===== src/rtl/pwm_fade_seq.sv =====
// PWM duty fade sequencer: steps one channel's duty register toward a target through a shared register write port.
// Optional macro PWM_FADE_SEQ_ABORT_EN: a host write to the fading channel's duty register aborts the fade.
module pwm_fade_seq #(
  parameter int REG_WIDTH      = 16,
  parameter int NUM_CHANNELS   = 4,
  parameter int INTERVAL_WIDTH = 16,
  localparam int CH_W          = (NUM_CHANNELS > 1) ? $clog2(NUM_CHANNELS) : 1
) (
  input  logic                              clk,
  input  logic                              rst,
  input  logic                              host_wr_en,
  input  logic [4:0]                        host_wr_addr,
  input  logic [31:0]                       host_wr_data,
  input  logic                              fade_start,
  input  logic [CH_W-1:0]                   fade_ch,
  input  logic [REG_WIDTH-1:0]              fade_target,
  input  logic [REG_WIDTH-1:0]              fade_step,
  input  logic [INTERVAL_WIDTH-1:0]         fade_interval,
  input  logic [NUM_CHANNELS*REG_WIDTH-1:0] duty_in,
  output logic                              reg_write_en,
  output logic [4:0]                        reg_write_addr,
  output logic [31:0]                       reg_write_data,
  output logic                              fade_busy,
  output logic                              fade_done,
  output logic                              fade_abort
);

  typedef enum logic [1:0] {IDLE, WAIT, STEP, DONE} state_e;

  state_e                    state_q, state_d;
  logic [CH_W-1:0]           ch_q;
  logic [REG_WIDTH-1:0]      target_q, step_q, cur_q;
  logic [INTERVAL_WIDTH-1:0] interval_q, cnt_q;

  logic [REG_WIDTH-1:0]      duty_arr [NUM_CHANNELS];
  logic [REG_WIDTH-1:0]      start_duty, next_duty, diff;
  logic [4:0]                duty_addr;
  logic                      fade_wr, abort_hit, wait_over;

  for (genvar c = 0; c < NUM_CHANNELS; c++) begin : g_duty
    assign duty_arr[c] = duty_in[c*REG_WIDTH +: REG_WIDTH];
  end

  assign start_duty = duty_arr[fade_ch];
  assign duty_addr  = 5'(2 + 2 * int'(ch_q));
  assign wait_over  = (cnt_q == interval_q - INTERVAL_WIDTH'(1));
  // The host always wins the port; a colliding step write simply waits in STEP.
  assign fade_wr    = (state_q == STEP) && !host_wr_en;

`ifdef PWM_FADE_SEQ_ABORT_EN
  assign abort_hit = host_wr_en && (host_wr_addr == duty_addr) &&
                     ((state_q == WAIT) || (state_q == STEP));
`else
  assign abort_hit = 1'b0;
`endif

  // Saturating step toward the target: the distance is compared first so cur +/- step never wraps.
  always_comb begin
    // NOTE: every combinational output gets a default first so no latch is inferred.
    diff      = '0;
    next_duty = cur_q;
    if (target_q >= cur_q) begin
      diff      = target_q - cur_q;
      next_duty = (diff <= step_q) ? target_q : cur_q + step_q;
    end else begin
      diff      = cur_q - target_q;
      next_duty = (diff <= step_q) ? target_q : cur_q - step_q;
    end
  end

  always_ff @(posedge clk) begin
    // NOTE: sequential state uses non-blocking assignments only, so all registers update together.
    if (rst) state_q <= IDLE;
    else     state_q <= state_d;
  end

  always_comb begin
    state_d = state_q;
    case (state_q)
      IDLE: if (fade_start) state_d = (start_duty == fade_target) ? DONE : WAIT;
      WAIT: begin
        if (abort_hit)      state_d = IDLE;
        else if (wait_over) state_d = STEP;
      end
      STEP: begin
        if (abort_hit)    state_d = IDLE;
        else if (fade_wr) state_d = (next_duty == target_q) ? DONE : WAIT;
      end
      DONE:    state_d = IDLE;
      default: state_d = IDLE;
    endcase
  end

  always_ff @(posedge clk) begin
    if (rst) begin
      ch_q       <= '0;
      target_q   <= '0;
      step_q     <= '0;
      interval_q <= '0;
      cur_q      <= '0;
      cnt_q      <= '0;
    end else begin
      case (state_q)
        IDLE: if (fade_start) begin
          ch_q       <= fade_ch;
          target_q   <= fade_target;
          step_q     <= (fade_step == '0) ? REG_WIDTH'(1) : fade_step;
          interval_q <= (fade_interval == '0) ? INTERVAL_WIDTH'(1) : fade_interval;
          cur_q      <= start_duty;
          cnt_q      <= '0;
        end
        // Counter wraps to zero on leaving WAIT so the next interval starts clean.
        WAIT: cnt_q <= wait_over ? '0 : cnt_q + INTERVAL_WIDTH'(1);
        STEP: if (fade_wr) cur_q <= next_duty;
        default: ;
      endcase
    end
  end

  always_comb begin
    reg_write_en   = 1'b0;
    reg_write_addr = '0;
    reg_write_data = '0;
    fade_busy      = 1'b0;
    fade_done      = 1'b0;
    fade_abort     = 1'b0;
    if (!rst) begin
      if (host_wr_en) begin
        reg_write_en   = 1'b1;
        reg_write_addr = host_wr_addr;
        reg_write_data = host_wr_data;
      end else if (fade_wr) begin
        reg_write_en   = 1'b1;
        reg_write_addr = duty_addr;
        reg_write_data = 32'(next_duty);
      end
      fade_busy  = (state_q == WAIT) || (state_q == STEP);
      fade_done  = (state_q == DONE);
      fade_abort = abort_hit;
    end
  end

endmodule


===== config.mk =====
export PLATFORM = sky130hd
export DESIGN_NAME = pwm_fade_seq
export DESIGN_NICKNAME = d
export VERILOG_FILES = /design/src/rtl/pwm_fade_seq.sv
export SDC_FILE = /design/constraint.sdc
export NUM_CORES = 1
export LEC_CHECK = 0
export BUFFER_PORTS_ARGS = -buffer_cell sky130_fd_sc_hd__buf_4
export CAP_MARGIN = 20
export CORE_UTILIZATION = 44
export DETAILED_ROUTE_END_ITERATION = 10
export GPL_ROUTABILITY_DRIVEN = 0
export PLACE_DENSITY = 0.65
export SLEW_MARGIN = 20
export SYNTH_ARGS = -nofsm -noshare
export SYNTH_HDL_FRONTEND = slang
export SYNTH_SLANG_ARGS = --single-unit

===== constraint.sdc =====
create_clock -name clk -period 7.2 [get_ports clk]
set_input_delay 0.72 -clock clk [delete_from_list [all_inputs] [get_ports clk]]
set_output_delay 0.72 -clock clk [all_outputs]
set_load 0.005 [all_outputs]

==> qor.csv <==
metric,value,unit
initial DRC count,721,
vias in the first global route,9047,
CP required,6.48,ns
Post-Route Skew,0.0106,ns
pin count of the biggest net entering global routing,76,
Synth Cell Area,9220,sq um
setup violators final,0,
mean number of vias per cell,5.84,
CP arrival,6.01,ns
CP endpoint kind,primary output,
FF-to-FF End,state_q[1],
"commonest cells after routing, fill and taps aside","199 x buf_4, 158 x nand2_1, 102 x a21oi_1",
Routed Antenna Nets,0,
setup TNS,0,ns
layout cells sized above 1,18.9,%
Leakage,4.84,nW
TritonCTS buffer count,9,
IO buf count,194,
H-tree depth,3,
Async SR Flop Fraction,0,%
CP cell instances,"inv_1, ha_1, nor2b_1, o21ai_0, nand2b_1, a21o_1, a21o_1, a21o_1, a31o_2, o41ai_1, o21ai_0, xor2_1, ha_1, nand4_1, or4_1, and3_1, a221oi_1, o22ai_1, o21ai_0, buf_4",
Critical path origin,target_q[1],
"commonest non-fill, non-tap cell in the layout",buf_4,
RSZ-0062 raised after global routing,no,
Die Height,147,um
fin crit period,6.73,ns
critical path class,reg2out,
worst hold endpoint,ch_q[0],
maximum vdd ir drop,0.180,mV
Site Rows,52,
"flops & latches, synth",84,
Layout Nets,1603,
crit path max-delay cell type,or4_1,
WHS,0.482,ns
Detail Placement HPWL,25800,um
Slew headroom,33.0,%
Final Power,4.34,mW
antenna violations before repair,0,
Slew @ Worst Pin,1.01,ns
synth warn,0,
Worst Hold Depth,2,
DRC viols,0,
status,"finished, final reports clean",
total grt overflow,0,
area delta synth->final,20.3,%
startpoint class of the critical path,flip-flop,
postcts setup bufs,0,
Routed WL,31700,um
Slew Limit Fails,0,
crit share post-route,93.5,%
Clock Latency Late Sink,0.35,ns
register area share after synthesis,18.2,%
count of final hold-check violations,0,
Die Wd,147,um
# diodes,0,
clk root buf,clkbuf_16,
per-cell routed wire length,19.5,um
hold_buf cts,0,
Post-Syn Nets,1458,
mean post-synth cell area,7.68,sq um
Synth Flop Type,dfxtp_1,
Max Freq,149,MHz
post-synthesis cell count,1200,
clk sink count,84,
FF-to-FF Start,target_q[1],
Worst Hold Launch,ch_q[0],
GRT Util Overall,29.3,%
clk buf depth,2,
Worst-path clk slew,0.07,ns
Core Footprint,20400,sq um
Post-synth EDFFs,0,
Initial Utilization,45.3,%
worst hold path type,reg2reg,
first-pass iteration count of the detailed router,6,
FF-to-FF path depth,21,
die area,21500,sq um
PwrDens,391,nW/um^2
Synth cell types,83,
# IOs,196,
first-pass GRT wire length,49500,um
CP max FO,12,
detailed-route via count,9455,
CTS tree,done,
Max-Cap Viols,0,
r2r setup slk,1.33,ns
crit-path max cell delay,0.71,ns
-- layout make-up --
cell class / count / area, sq um
multi-input cells: 984 / 7030
clock inverters: 6 / 71.3
flip-flops and latches: 84 / 1680
clock buffers: 10 / 229
repair buffers: 199 / 1490
inverters: 67 / 251
well taps: 270 / 338
fillers: 1972 / 9270
-- worst max-delay path by stage --
stage                     slack, ns                 end  cells past startpoint
final                          0.47  reg_write_data[10]                     20
after global routing           0.04  reg_write_data[10]                     20
after CTS                      0.48  reg_write_data[14]                     22
after detailed placement       0.91  reg_write_data[14]                     22
after global placement         0.97  reg_write_data[14]                     22
after floorplan                1.77  reg_write_data[14]                     20
-- flip-flops by register name, indices dropped and copies added (netlist names) --
name,count
interval_q,16
state_q,2
ch_q,2
cur_q,16
cnt_q,16
target_q,16
step_q,16
-- through the flow --
step / instance area, sq um / utilization (%) / std cells / setup slack (ns)
2_1_floorplan: 9220 / - / 1200 / 1.77
3_3_place_gp: 10800 / 53.0 / 1604 / 0.969
3_5_place_dp: 10800 / 53.0 / 1604 / 0.914
4_1_cts: 11100 / 54.4 / 1620 / 0.476
5_1_grt: 11100 / 54.5 / 1620 / 0.0439
6_report: 11100 / 54.5 / 1620 / 0.469
-- cells by family (layout without fill, tap and decap cells) --
logic type	count (synthesis)	count (layout)	synth area share [%]
compound gates	326	326	24.2
mux	29	29	5.32
fa+ha+maj	103	103	14.3
buf+inv	132	282	5.69
flops	84	84	18.2
other cells	1	1	0.0407
simple gates	407	407	21.0
xor+xnor	118	118	11.2
-- repair_timing --
item                       CTS  global route
setup endpoints to repair    0             3
resized for setup            0             2
hold endpoints to repair     0             0
-- power breakdown --
group / switching (mW) / total [mW] / internal [mW]
clock: 0.209 / 0.482 / 0.274
sequential: 0.127 / 0.663 / 0.536
combinational: 1.92 / 3.19 / 1.27
total: 2.26 / 4.34 / 2.08
-- metal layers --
metal,up-vias,track usage [%],share of wire (%)
li1,4588,-,-
met1,4416,38.8,43
met2,387,48.2,46
met3,64,3.82,6.8
met4,0,11.9,3.4
met5,-,0,0
-- cells in the mapped netlist, drive strengths merged, types with 22 or more instances --
cell | number | share of area [%]
nand2 | 159 | 6.5
a21oi | 102 | 5.5
ha | 99 | 13
nor2 | 96 | 4.0
dfxtp | 84 | 18
inv | 67 | 2.7
xnor2 | 59 | 5.6
xor2 | 59 | 5.6
clkbuf | 48 | 2.0
o21ai | 39 | 2.1
a21o | 26 | 2.1
and2 | 23 | 1.6
nor3 | 22 | 1.2
-- critical path, delay by kind of cell, from the launching register on --
kind            cells  cell delay, ns
compound gates     10            2.51
simple gates        5            1.52
xor+xnor            1            0.18
buf+inv             2            0.26
flops               1            0.58
fa+ha+maj           2            0.63
Note: power is estimated with default switching activity, not from simulation.
